`src/rtl/irst_sched_pkg.sv`:
```
// rtl/irst_sched_pkg.sv - shared IRST register map, field positions and FSM state type
package irst_sched_pkg;

    localparam logic [1:0] IRST_CTRL   = 2'd0;
    localparam logic [1:0] IRST_THRESH = 2'd1;
    localparam logic [1:0] IRST_ROUNDS = 2'd2;
    localparam logic [1:0] IRST_PERIOD = 2'd3;

    localparam int CTRL_EN      = 0;
    localparam int CTRL_AUTO    = 1;
    localparam int CTRL_START   = 2;
    localparam int CTRL_CLR_ERR = 3;

    localparam int REQ_BIT = 15;
    localparam int THR_MSB = 14;
    localparam int THR_LSB = 8;
    localparam int RND_MSB = 5;
    localparam int RND_LSB = 0;

    typedef enum logic [2:0] {
        ST_IDLE,
        ST_WAIT,
        ST_DRAIN,
        ST_RUN,
        ST_RELEASE
    } state_t;

    function automatic logic [15:0] make_word(input logic req, input logic [6:0] thr,
                                              input logic [5:0] rnd);
        logic [15:0] w;
        w = '0;
        w[REQ_BIT] = req;
        w[THR_MSB:THR_LSB] = thr;
        w[RND_MSB:RND_LSB] = rnd;
        return w;
    endfunction

endpackage

```
`src/rtl/irst_cfg_regs.sv`:
```
// rtl/irst_cfg_regs.sv - IRST configuration registers with start/clear one-shots
module irst_cfg_regs
    import irst_sched_pkg::*;
#(
    parameter int PERIOD_W = 16
) (
    input  logic                clk,
    input  logic                rst,
    input  logic                cfg_wr_en,
    input  logic [1:0]          cfg_addr,
    input  logic [15:0]         cfg_wdata,
    output logic                en,
    output logic                auto_mode,
    output logic                start,
    output logic                clr_err,
    output logic [6:0]          thresh,
    output logic [5:0]          rounds,
    output logic [PERIOD_W-1:0] period
);

    logic en_q;
    logic auto_q;
    logic ctrl_wr;

    assign ctrl_wr = cfg_wr_en && (cfg_addr == IRST_CTRL);

    // A CTRL write steers the scheduler in its own cycle, so a same-cycle
    // start with en=0 is already seen as disabled.
    assign en        = ctrl_wr ? cfg_wdata[CTRL_EN]   : en_q;
    assign auto_mode = ctrl_wr ? cfg_wdata[CTRL_AUTO] : auto_q;
    assign start     = ctrl_wr && cfg_wdata[CTRL_START];
    assign clr_err   = ctrl_wr && cfg_wdata[CTRL_CLR_ERR];

    always_ff @(posedge clk) begin
        if (rst) begin
            en_q   <= 1'b0;
            auto_q <= 1'b0;
            thresh <= '0;
            rounds <= '0;
            period <= '0;
        end else if (cfg_wr_en) begin
            case (cfg_addr)
                IRST_CTRL: begin
                    en_q   <= cfg_wdata[CTRL_EN];
                    auto_q <= cfg_wdata[CTRL_AUTO];
                end
                IRST_THRESH: thresh <= cfg_wdata[6:0];
                IRST_ROUNDS: rounds <= cfg_wdata[5:0];
                default:     period <= PERIOD_W'(cfg_wdata);
            endcase
        end
    end

endmodule

```
`src/rtl/irst_sched.sv`:
```
// rtl/irst_sched.sv - IRST session scheduler; IRST_WDOG_EN adds the RUN/RELEASE watchdog
module irst_sched
    import irst_sched_pkg::*;
#(
    parameter int                PERIOD_W   = 16,
    parameter int                WDOG_W     = 12,
    parameter logic [WDOG_W-1:0] WDOG_LIMIT = WDOG_W'(12'hFFF)
) (
    input  logic        clk,
    input  logic        rst,
    input  logic        cfg_wr_en,
    input  logic [1:0]  cfg_addr,
    input  logic [15:0] cfg_wdata,
    input  logic        pipe_idle,
    input  logic        irst_done,
    output logic [15:0] irst_reg_data,
    output logic        drain_req,
    output logic        busy,
    output logic [7:0]  session_cnt,
    output logic        timeout_err
);

    logic                en, auto_mode, start, clr_err;
    logic [6:0]          thresh, thr_sh, thr_n;
    logic [5:0]          rounds, rnd_sh, rnd_n;
    logic [PERIOD_W-1:0] period, per_cnt, per_cnt_n;
    state_t              state, state_n;
    logic                capture, done_inc, wdog_hit, wdog_rel;
    logic [15:0]         word_n;

    irst_cfg_regs #(.PERIOD_W(PERIOD_W)) u_cfg (
        .clk       (clk),
        .rst       (rst),
        .cfg_wr_en (cfg_wr_en),
        .cfg_addr  (cfg_addr),
        .cfg_wdata (cfg_wdata),
        .en        (en),
        .auto_mode (auto_mode),
        .start     (start),
        .clr_err   (clr_err),
        .thresh    (thresh),
        .rounds    (rounds),
        .period    (period)
    );

`ifdef IRST_WDOG_EN
    logic [WDOG_W-1:0] wdog_cnt;

    assign wdog_hit = (state == ST_RUN) && (wdog_cnt == WDOG_LIMIT);
    assign wdog_rel = (state == ST_RELEASE) && (wdog_cnt == WDOG_LIMIT);

    always_ff @(posedge clk) begin
        if (rst) begin
            wdog_cnt    <= '0;
            timeout_err <= 1'b0;
        end else begin
            if ((state_n == ST_RUN && state != ST_RUN) ||
                (state == ST_RUN && state_n == ST_RELEASE))
                wdog_cnt <= '0;
            else if (state == ST_RUN || state == ST_RELEASE)
                wdog_cnt <= wdog_cnt + 1'b1;
            if (wdog_hit)
                timeout_err <= 1'b1;
            else if (clr_err)
                timeout_err <= 1'b0;
        end
    end
`else
    logic unused_wdog;
    assign unused_wdog = ^{clr_err, WDOG_LIMIT};
    assign wdog_hit    = 1'b0;
    assign wdog_rel    = 1'b0;
    assign timeout_err = 1'b0;
`endif

    always_comb begin
        state_n   = state;
        per_cnt_n = per_cnt;
        capture   = 1'b0;
        done_inc  = 1'b0;
        case (state)
            ST_IDLE: begin
                if (en && start) begin
                    state_n = ST_DRAIN;
                end else if (en && auto_mode) begin
                    state_n   = ST_WAIT;
                    per_cnt_n = period;
                end
            end
            ST_WAIT: begin
                if (!(en && auto_mode))
                    state_n = ST_IDLE;
                else if (start || per_cnt == '0)
                    state_n = ST_DRAIN;
                else
                    per_cnt_n = per_cnt - 1'b1;
            end
            ST_DRAIN: begin
                if (!en) begin
                    state_n = ST_IDLE;
                end else if (pipe_idle) begin
                    state_n = ST_RUN;
                    capture = 1'b1;
                end
            end
            ST_RUN: begin
                // Aborts and watchdog expiry leave without counting a session.
                if (!en || wdog_hit) begin
                    state_n = ST_RELEASE;
                end else if (irst_done) begin
                    state_n  = ST_RELEASE;
                    done_inc = 1'b1;
                end
            end
            ST_RELEASE: begin
                if (!irst_done || wdog_rel) begin
                    if (en && auto_mode) begin
                        state_n   = ST_WAIT;
                        per_cnt_n = period;
                    end else begin
                        state_n = ST_IDLE;
                    end
                end
            end
            default: state_n = ST_IDLE;
        endcase
    end

    always_comb begin
        thr_n = capture ? thresh : thr_sh;
        rnd_n = capture ? rounds : rnd_sh;
        case (state_n)
            ST_RUN:     word_n = make_word(1'b1, thr_n, rnd_n);
            ST_RELEASE: word_n = make_word(1'b0, thr_n, rnd_n);
            default:    word_n = '0;
        endcase
    end

    always_ff @(posedge clk) begin
        if (rst) begin
            state         <= ST_IDLE;
            per_cnt       <= '0;
            thr_sh        <= '0;
            rnd_sh        <= '0;
            session_cnt   <= '0;
            irst_reg_data <= '0;
            drain_req     <= 1'b0;
            busy          <= 1'b0;
        end else begin
            state         <= state_n;
            per_cnt       <= per_cnt_n;
            thr_sh        <= thr_n;
            rnd_sh        <= rnd_n;
            irst_reg_data <= word_n;
            drain_req     <= (state_n == ST_DRAIN);
            busy          <= (state_n != ST_IDLE);
            if (done_inc && session_cnt != 8'hFF)
                session_cnt <= session_cnt + 8'd1;
        end
    end

endmodule

```
`config.mk`:
```
export PLATFORM = sky130hd
export DESIGN_NAME = irst_sched
export DESIGN_NICKNAME = d
export VERILOG_FILES = /design/src/rtl/irst_sched_pkg.sv /design/src/rtl/irst_cfg_regs.sv /design/src/rtl/irst_sched.sv
export SDC_FILE = /design/constraint.sdc
export NUM_CORES = 1
export LEC_CHECK = 0
export ABC_AREA = 0
export CELL_PAD_IN_SITES_DETAIL_PLACEMENT = 0
export CELL_PAD_IN_SITES_GLOBAL_PLACEMENT = 1
export CORE_UTILIZATION = 42
export DETAILED_ROUTE_END_ITERATION = 8
export GPL_ROUTABILITY_DRIVEN = 0
export PLACE_DENSITY = 0.85
export SLEW_MARGIN = 20
export SYNTH_ARGS = -nofsm -noshare
export SYNTH_HDL_FRONTEND = slang
export SYNTH_HIERARCHICAL = 1
export SYNTH_SLANG_ARGS = --single-unit
```
`constraint.sdc`:
```
create_clock -name clk -period 3.95 [get_ports clk]
set_input_delay 0.395 -clock clk [delete_from_list [all_inputs] [get_ports clk]]
set_output_delay 0.395 -clock clk [all_outputs]
set_load 0.03 [all_outputs]
```
==> impl_metrics.yaml <==
clocking:
  cts_buffer_depth: 2
  cts_hold_buffers: 0
  post_cts.repair.setup_buffers: 0
  cts_tree: "built"
  clkTransAtPathRegs_ns: 0.09
  cts.sinks: 87
  htreeDepth: 3
  cts_inserted_buffers: 9
  insertion_delay_ns: 0.35
  root_buffer: "clkbuf_8"
  cts-resized-gates: 0
power_and_ir_drop:
  seq_power_share_pct: 54.5
  power_leakage_nw: 1.66
  p_per_area_mw_per_mm2: 351
  internal-power_mw: 1.25
  switching_power_uw: 389
  clkPwrFrac_pct: 39.1
  irDropWorstVdd_v: 0.000221
  combinationalPowerShare_pct: 6.3
  finalPower_mw: 1.64
  netSwitchingFraction_pct: 23.7
floorplanning:
  top_level_ports: 50
  dieWidth_um: 99.2
  die_h_um: 99.2
  initial_core_util_pct: 43.1
  core-area_mm2: 0.00920
  std_cell_rows: 35
  die_area_mm2: 0.00984
setup_path:
  cp.required_ns: 4.23
  worstSetupEndpointType: "flop"
  crit_path_start_kind: "primary input"
  worst-path-max-fanout: 19
  crit_type: "in2reg"
  cp_data_arrival_time_ns: 3.62
routing:
  wl_per_cell_um: 14.4
  first_pass_iters: 4
  initialDrtViolationCount: 134
  wl_um: 8260
  drcViolationCount: 0
  viasPerCell: 5.26
  antenna_left: 0
  vias: 3023
synthesis:
  syn_area_mm2: 0.00397
  avgSynthCellArea_um2: 9.38
  yosysWarnings: 6
  syn_inst: 423
sta:
  worstMarginPinSlew_ns: 1.00
  fin_crit_ns: 3.34
  setup_tns_ns: 0
  grt_setup_unrepaired: "false"
  finalMaxSlewViolations: 0
  max_slew_margin_pct: 33.2
  skew_ns: 0.00594
  whs_ns: 0.477
  setup_ws_ns: 0.613
  hold_viol: 0
  period_share_pct: 84.5
  report.final.setup_viol: 0
  fmax_mhz: 300
worst_hold_path:
  hp-class: "reg2reg"
grt:
  track_usage_pct: 17.2
  grt_start_max_net_pins: 74
  grt_pass1_wl_um: 13600
  grt_pass1_vias: 2843
  grt_remaining_overflow: 0
  antenna_found_initial: 0
placement:
  port_buffers: 46
  place_ws_ns: 0.274
  hpwl_um: 5570
  numPlacedInstances: 559
cells_and_area:
  drive_above_1_share_pct: 10.6
  fin_nets: 484
  fin_cells: 575
  area_growth_pct: 17.9
  diodes: 0
run_status:
  outcome: "finished, final reports clean"
job:
  cap_violations: 0
[worst max-delay path: stages]
cell and delay, ns:
clkdlybuf4s50_1 0.52, or3b_1 0.50, mux2_4 0.25, nand2_1 0.11
or4b_2 0.62, a21oi_1 0.32, o31ai_4 0.27, buf_4 0.26
a211o_1 0.26, a21oi_1 0.13
[placed cells by master (no fill, tap or decap), types with 3 or more instances in the layout]
cell             instances
a21oi_1                 24
and2_1                   3
buf_4                    7
clkbuf_8                10
clkdlybuf4s50_1         45
conb_1                   3
dfxtp_1                 87
mux2i_1                 47
nand2_1                 21
nand2b_1                50
nand3_1                 10
nand3b_1                 5
nand4_1                  4
nor2_1                  42
nor2b_1                  4
nor3_1                  10
nor3_2                  10
nor3b_1                  3
o21ai_0                 16
o21ai_1                  4
o31ai_1                  4
or3_1                    4
or3b_1                   3
xor2_1                   4
[final timing paths]
path,startpoint,endpoint,slack (ns),depth (start not counted)
setup / recovery,cfg_wr_en,per_cnt[1],0.61,10
hold / removal,u_cfg/period[11],u_cfg/period[11],0.48,2
setup reg to reg,per_cnt[7],irst_reg_data[9],0.93,6
hold reg to reg,u_cfg/period[11],u_cfg/period[11],0.48,2
[per-layer routing]
metal | routed length [um] | share of wire, % | track usage, %
met4 | 106 | 1.3 | 6.33
met1 | 4020 | 49 | 22.0
met3 | 246 | 3.0 | 3.37
met5 | 0 | 0 | 0
met2 | 3890 | 47 | 29.0
[layout make-up]
type / instances / area (um2)
clock buffers: 10 / 138
repair buffers: 54 / 528
inverters: 2 / 7.51
flip-flops and latches: 87 / 1740
clock inverters: 6 / 67.6
well taps: 111 / 139
multi-input cells: 305 / 2050
fillers: 881 / 4520
[per-stage QoR]
stage	util [%]	area [um2]
floorplan	-	3970
global placement	48.6	4470
detailed placement	48.6	4470
CTS	50.8	4670
global route	50.8	4670
finish	50.8	4670
[power by group through the flow]
| stage | Combinational (mW) | Sequential, mW | Clock (mW) |
|---|---|---|---|
| after floorplan | 0.0691 | 0.913 | 0 |
| after global routing | 0.114 | 0.896 | 0.698 |
| after detailed placement | 0.105 | 0.915 | 0 |
| after global placement | 0.103 | 0.915 | 0 |
| final | 0.104 | 0.895 | 0.642 |
| after CTS | 0.105 | 0.895 | 0.654 |
[state kept, by name (all words and copies together) (netlist names)]
| name | flops |
|---|---|
| rnd_sh | 6 |
| u_cfg/auto_q | 1 |
| busy | 1 |
| state | 3 |
| u_cfg/thresh | 7 |
| session_cnt | 8 |
| per_cnt | 16 |
| irst_reg_data | 14 |
| thr_sh | 7 |
| drain_req | 1 |
| u_cfg/period | 16 |
| u_cfg/rounds | 6 |
| u_cfg/en_q | 1 |
No activity file was read; power rests on OpenSTA's default activity.
